[src/rtl/solution_assembler.sv]
// Serialises a latched nonogram solution into 16-bit messages sent as byte pairs
// (M header, N header, one message per row, STOP) with a send/transmit_done handshake.
module solution_assembler #(
    parameter int unsigned MAX_DIM = 11
) (
    input  logic                         clk,
    input  logic                         rst,
    input  logic                         valid_in,
    input  logic                         transmit_done,
    input  logic [MAX_DIM*MAX_DIM-1:0]   solution,
    input  logic [3:0]                   m,
    input  logic [3:0]                   n,
    output logic                         send,
    output logic [7:0]                   byte_out,
    output logic                         done
);

    localparam int unsigned DIM_W  = 4;
    localparam int unsigned IDX_W  = 4;
    localparam int unsigned MSG_W  = 16;
    localparam int unsigned BYTE_W = 8;

    typedef enum logic [2:0] {
        S_IDLE,
        S_LOAD,
        S_SEND_HI,
        S_WAIT_HI,
        S_SEND_LO,
        S_WAIT_LO,
        S_NEXT,
        S_DONE
    } state_t;

    state_t                state;
    state_t                next_state;

    logic [DIM_W-1:0]      m_q;
    logic [DIM_W-1:0]      n_q;
    logic [MAX_DIM-1:0]    rows_q [MAX_DIM];
    logic [IDX_W-1:0]      idx;
    logic                  td_prev;

    logic [DIM_W-1:0]      m_clamp_c;
    logic [DIM_W-1:0]      n_clamp_c;
    logic [MAX_DIM-1:0]    col_mask_c;
    logic                  td_rise_c;
    logic [MSG_W-1:0]      msg_c;
    logic [IDX_W-1:0]      msgs_end_c;

    logic                  send_d;
    logic                  done_d;
    logic [BYTE_W-1:0]     byte_d;

    // Dimension clamping and column mask applied at latch time
    assign m_clamp_c = (m > DIM_W'(MAX_DIM)) ? DIM_W'(MAX_DIM) : m;
    assign n_clamp_c = (n > DIM_W'(MAX_DIM)) ? DIM_W'(MAX_DIM) : n;

    always_comb begin
        col_mask_c = '0;
        for (int c = 0; c < int'(MAX_DIM); c++) begin
            col_mask_c[c] = (DIM_W'(c) < n_clamp_c);
        end
    end

    assign td_rise_c  = transmit_done & ~td_prev;
    // Index one past STOP: 2 headers + m rows + STOP
    assign msgs_end_c = IDX_W'(m_q) + IDX_W'(3);

    // Solution latch, only accepted while idle
    always_ff @(posedge clk or negedge rst) begin
        if (!rst) begin
            m_q <= '0;
            n_q <= '0;
            for (int r = 0; r < int'(MAX_DIM); r++) begin
                rows_q[r] <= '0;
            end
        end else if (state == S_IDLE && valid_in) begin
            m_q <= m_clamp_c;
            n_q <= n_clamp_c;
            for (int r = 0; r < int'(MAX_DIM); r++) begin
                rows_q[r] <= solution[r*MAX_DIM +: MAX_DIM] & col_mask_c;
            end
        end
    end

    // Message index advances when the low byte of a message completes
    always_ff @(posedge clk or negedge rst) begin
        if (!rst) begin
            idx <= '0;
        end else if (state == S_IDLE) begin
            idx <= '0;
        end else if (state == S_WAIT_LO && td_rise_c) begin
            idx <= idx + IDX_W'(1);
        end
    end

    always_ff @(posedge clk or negedge rst) begin
        if (!rst) begin
            td_prev <= 1'b0;
        end else begin
            td_prev <= transmit_done;
        end
    end

    // Message selected by the current index; STOP beyond the last row
    always_comb begin
        msg_c = '0;
        if (idx == IDX_W'(0)) begin
            msg_c = {3'b111, 1'b0, 8'h00, m_q};
        end else if (idx == IDX_W'(1)) begin
            msg_c = {3'b111, 1'b1, 8'h00, n_q};
        end else begin
            for (int r = 0; r < int'(MAX_DIM); r++) begin
                if (idx == IDX_W'(r + 2) && DIM_W'(r) < m_q) begin
                    msg_c = {1'b0, 4'(r + 1), rows_q[r]};
                end
            end
        end
    end

    always_ff @(posedge clk or negedge rst) begin
        if (!rst) begin
            state <= S_IDLE;
        end else begin
            state <= next_state;
        end
    end

    always_comb begin
        next_state = state;
        case (state)
            S_IDLE:    if (valid_in) next_state = S_LOAD;
            S_LOAD:    next_state = S_SEND_HI;
            S_SEND_HI: next_state = S_WAIT_HI;
            S_WAIT_HI: if (td_rise_c) next_state = S_SEND_LO;
            S_SEND_LO: next_state = S_WAIT_LO;
            S_WAIT_LO: if (td_rise_c) next_state = S_NEXT;
            S_NEXT:    next_state = (idx == msgs_end_c) ? S_DONE : S_SEND_HI;
            S_DONE:    next_state = S_IDLE;
            default:   next_state = S_IDLE;
        endcase
    end

    // Outputs are computed for the upcoming state and registered below
    always_comb begin
        send_d = 1'b0;
        done_d = 1'b0;
        byte_d = byte_out;
        case (next_state)
            S_SEND_HI: begin
                send_d = 1'b1;
                byte_d = msg_c[15:8];
            end
            S_SEND_LO: begin
                send_d = 1'b1;
                byte_d = msg_c[7:0];
            end
            S_DONE: done_d = 1'b1;
            default: ;
        endcase
    end

    always_ff @(posedge clk or negedge rst) begin
        if (!rst) begin
            send     <= 1'b0;
            done     <= 1'b0;
            byte_out <= '0;
        end else begin
            send     <= send_d;
            done     <= done_d;
            byte_out <= byte_d;
        end
    end

endmodule

[config.mk]
export PLATFORM = sky130hd
export DESIGN_NAME = solution_assembler
export DESIGN_NICKNAME = d
export VERILOG_FILES = /design/src/rtl/solution_assembler.sv
export SDC_FILE = /design/constraint.sdc
export NUM_CORES = 1
export LEC_CHECK = 0
export ABC_AREA = 1
export CORE_UTILIZATION = 40
export DETAILED_ROUTE_END_ITERATION = 8
export PLACE_DENSITY_LB_ADDON = 0.08
export RECOVER_POWER = 50
export SYNTH_ARGS = -nofsm -noshare
export SYNTH_HDL_FRONTEND = slang
export SYNTH_SLANG_ARGS = --single-unit
[constraint.sdc]
create_clock -name clk -period 4.09 [get_ports clk]
set_input_delay 0.818 -clock clk [delete_from_list [all_inputs] [get_ports clk]]
set_output_delay 0.818 -clock clk [all_outputs]
set_load 0.02 [all_outputs]
; ---- Word level (Yosys, flattened, before mapping)
; Cells that the tools add are included.
[op_classes]
add_sub_neg = 2
n_lt_le_gt_ge = 24
n_eq_ne = 23
n_mux = 25
bitwise = 13
reduce_logical = 18
[ops]
columns = cell, n
row1 = $mux 16, 12
row2 = $and 11x11->11, 11
row3 = $lt 3x4->1 const A, 8
row4 = $lt 4x4->1 const A, 6
row5 = $pmux 3 s8, 1
row6 = $eq 4x4->1 const B, 5
row7 = $eq 3x3->1 const B, 6
row8 = $eq 4x3->1 const B, 4
row9 = $lt 1x4->1 const A, 4
row10 = $lt 2x4->1 const A, 4
row11 = $mux 4, 4
row12 = $pmux 8 s2, 1
row13 = $logic_and 1x1->1, 13
row14 = $mux 12, 1
row15 = $mux 3, 4
row16 = $eq 3x2->1 const B, 3
row17 = $eq 4x2->1 const B, 2
row18 = $gt 4x4->1 const B, 2
row19 = $add 4x1->4 const B, 1
row20 = $add 4x2->4 const B, 1
row21 = $eq 4x1->1 const B, 1
row22 = $eq 4x4->1, 1
row23 = $logic_not 4->1, 1
row24 = $reduce_bool 2->1, 2
row25 = 6 further kinds, 7
[word_totals]
ff_bits = 147
in_bits = 133
out_inout_bits = 10
wordCells = 124

; ---- Depth between registers and ports, before layout
[logic_depth]
word_depth = 16
depth_mapped = 21
depth_no_buf = 21

; ---- Worst setup path before layout
; OpenSTA, ideal clock, no wires.
[synth_timing]
path_type = input to register
from = input port transmit_done
to = register byte_out[3]
arrival_time_ps = 1922
required_ps = 3970
slack_ps = 2048
cell_stages = 11
path_cell_list = inv_1 > nor2_1 > nand2_1 > nor2_1 > inv_1 > nand4_2 > nand2_2 > nor2_8 > nand2_1 > inv_2 > a21oi_2
[synth_between]
elab_chain_cells = 5
[synth_rtl]
columns = item, line
row1 = "start, declared", 9  ; input logic transmit_done,
row2 = $and 1x1->1 *, 65  ; assign td_rise_c = transmit_done & ~td_prev;
row3 = $mux 3 (on tied branches), "137, 135"
row4 = $pmux 3 s8 *, 131  ; case (state)
row5 = $eq 3x3->1 / $eq 3x2->1 (equally long branches), 149  ; case (next_state)
row6 = $pmux 8 s2 / $reduce_bool 2->1 (equally long branches), --
row7 = "end signal, assigned", 171  ; byte_out <= byte_d;
row8 = "end, declared", 14  ; output logic [7:0] byte_out,
; Mark *: on every way between the ends. The rest lies on a longest branch, timed or not.
; A chain may end at the register's enable or synchronous reset.

; ---- Final worst setup path
[layout_timing]
from = register idx[0]
to = register byte_out[0]
[layout_between]
elab_chain_cells = 16
[layout_rtl]
columns = item, line
row1 = "start, declared", 40  ; logic [IDX_W-1:0] idx;
row2 = "start signal, assigned", 93  ; idx <= idx + IDX_W'(1);
row3 = $eq 4x2->1, 114  ; if (idx == IDX_W'(r + 2) && DIM_W'(r) < m_q) begin
row4 = $logic_and 1x1->1, 114
row5 = $mux 12, 114
row6 = $mux 16 (10 in a row), 114
row7 = $mux 16, 110  ; end else if (idx == IDX_W'(1)) begin
row8 = $mux 16, 108  ; if (idx == IDX_W'(0)) begin
row9 = $pmux 8 s2, 149
; Several ways; a longest one is shown, not always the timed one.

==> results.cfg <==
[logic_synthesis]
synth_edf_count = 0
syn_area_mm2 = 0.00764
ys.flop_type = dfrtp_1
yosysWarningCount = 0
ys_ff_latch = 147
synth.area.top_cells = dfrtp_1, nand2_1, o21ai_0
yosysTopAreaCell = dfrtp_1
synthCells = 969
synthMuxAreaShare_pct = 0
synth_xor_xnor_area_share_pct = 0.344
yosys.area_share.simple_pct = 24.4
synthArstFlopShare_pct = 100
synth_top_area_share_pct = 48.1
synth_compound_area_share_pct = 18.0
synth_top_family_by_area = simple AND/OR/NAND/NOR gates
avgSynthCellArea_um2 = 7.89
ys_seq_area_share_pct = 48.1
syn_nets = 1108
synth.distinct_cells = 39
yosys.area_share.adder_pct = 0.982

[routing]
vias_per_cell = 5.19
dr.first_iter.drc_count = 542
totalWireLength_um = 23400
first_pass_iters = 7
met3_length_um = 1150
drc = 0
wl_met1_um = 11100
wl_met2_um = 10600
avgRoutedWirePerCell_um = 17.5
drtAntennaViolNets = 0
maxUsedRoutingLayer = met4
vias = 6960

[placed_design]
place_hpwl_um = 16300
gp_congestion = 0.850
place_ws_ns = 1.17
port_buffers = 142

[sta]
rsz0062_at_grt = no
finalHoldViolCount = 0
post-route-period-util_pct = 68.6
setup_viol = 0
period_minus_slack_ns = 2.80
setup_tns_ns = 0
worst_pin_slew_ns = 2.16
timing.final.ws_setup_ns = 1.29
finalClockSkew_ns = 0.00988
max_slew_margin_pct = -44.0
max_freq_ghz = 0.357
drv_slew = 84

[cts]
cts.clk_slew.worst_paths_ns = 0.06
cts_buffers = 17
ctsHtreeMaxLevel = 4
postCtsSetupRepairBufs = 0
clockBufferDepth = 2
cts_resized = 0
clock_latency_ns = 0.43
cts_tree = done
clkSinkCount = 147
cts-root-buf = clkbuf_16
ctsHoldBuffers = 0

[worst_setup_path]
cp_num_buf_inv = 3
critPathTopFamily = simple AND/OR/NAND/NOR gates
crit_fanout = 8
timing.critical_path.mode_cell = nand2_1
max_stage_delay_ns = 0.48
crit_path_cell_trace = inv_1, ha_1, inv_1, nor3_1, nand2_1, nand2_1, inv_1, nand3_1, nand2_1, nand2_1, nand2_1, nand2_1, a21oi_1, a21oi_2
cp.depth = 14
r2r_cells = 14
crit_path_start_kind = register
arrival_ns = 3.11
worstPathRequired_ns = 4.40
critPathKind = reg -> reg
cpMaxStageDelayCell = dfrtp_1
cp-end-kind = register

[final_layout]
fillers = 1809
final_common_cell = nand2_1
diodes = 0
layout_common_cells = nand2_1, dfrtp_1, clkdlybuf4s50_1
nNetsFinal = 1232
area_growth_pct = 29.4
drive_gt1_share_pct = 8.32

[die]
dieArea_mm2 = 0.0197
core_mm2 = 0.0187
io_pins = 143
die-width_um = 140
rows = 50
die_y_um = 140
initial_core_util_pct = 40.8

[power_and_ir_drop]
power_leakage_nw = 4.62
powerDensity_mw_per_mm2 = 619
vdd_drop_max_mv = 0.305

[worst_hold_path]
hp-class = reg -> reg
whs_path_depth = 2

[global_routing]
antenna_found_initial = 0
overflow = 0
track_usage_pct = 25.0
grt_pass1_vias = 6753
grt_max_degree = 85
grt_first_pass_wirelength_um = 37200

[outcome]
violations = max-capacitance violations, max-slew violations
status = complete, but fails checks

[run]
max-cap-violations = 1
[cells in the mapped netlist (all sizes together), types with 2 or more instances]
cell / n
o22ai: 22
o21ai: 128
clkbuf: 32
nand2: 276
a221oi: 5
nor3: 7
nand4: 10
buf: 16
or2: 2
a32o: 10
dfrtp: 147
xor2: 2
nand3: 59
nor2: 64
a21oi: 67
a22o: 9
inv: 103
ha: 6
[metal layers]
metal	GRT usage (%)	vias to the layer above
met5	0	-
met4	8.56	0
met3	4.10	30
met2	39.3	204
met1	35.1	3284
li1	-	3442
[state kept, by name (all words and copies together) (netlist names)]
| register | flops |
|---|---|
| rows_q | 121 |
| idx | 4 |
| m_q | 4 |
| send | 1 |
| n_q | 4 |
| done | 1 |
| byte_out | 8 |
| td_prev | 1 |
| state | 3 |
[through the flow]
stage               area [µm²]  util [%]  hold slack, ns  total power [W]  instances
floorplan                 7640         -           0.446          0.00371        969
global placement          9230      49.4           0.466          0.00435       1308
detailed placement        9230      49.4           0.467          0.00438       1308
CTS                       9890      52.9           0.480          0.00614       1340
global route              9890      52.8           0.503          0.00653       1340
finish                    9890      52.8           0.480          0.00612       1340
[worst paths after layout]
check / startpoint / end / slack, ns
max: idx[0]$_DFFE_PN0P_ / byte_out[0]$_DFFE_PN0P_ / 1.29
min: rows_q[30]$_DFFE_PN0P_ / rows_q[30]$_DFFE_PN0P_ / 0.48
min in group asynchronous: rst / rows_q[78]$_DFFE_PN0P_ / 1.01
min reg2reg: rows_q[30]$_DFFE_PN0P_ / rows_q[30]$_DFFE_PN0P_ / 0.48
max reg2reg: idx[0]$_DFFE_PN0P_ / byte_out[0]$_DFFE_PN0P_ / 1.29
max in group asynchronous: rst / rows_q[75]$_DFFE_PN0P_ / 1.80
[kinds of logic after synthesis]
family	after synthesis
AOI/OAI and AO/OA	243
xor gates and xnor gates	3
adders and majority gates	6
buffers and inverters	151
DFF	147
and+or+nand+nor	419
[where the power goes]
part | switching, W | internal [W]
Sequential | 0.000350 | 0.00208
Clock | 0.000650 | 0.00111
Combinational | 0.00115 | 0.000782
Total | 0.00215 | 0.00397
[tightest hold or removal path, cell delays in order, from the launching register on]
cell,delay (ns)
dfrtp_1,0.34
nand2_1,0.05
o21ai_0,0.06
[final cells by class]
| cell class | instances | area, µm² | area share, % |
|---|---|---|---|
| repair buffers | 153 | 1510 | 15.3 |
| clock inverters | 14 | 224 | 2.27 |
| clock buffers | 18 | 439 | 4.44 |
| inverters | 103 | 389 | 3.94 |
| well taps | 234 | 293 | 2.96 |
| multi-input cells | 671 | 3350 | 33.9 |
| flip-flops and latches | 147 | 3680 | 37.2 |
No activity file was read; power rests on OpenSTA's default activity.
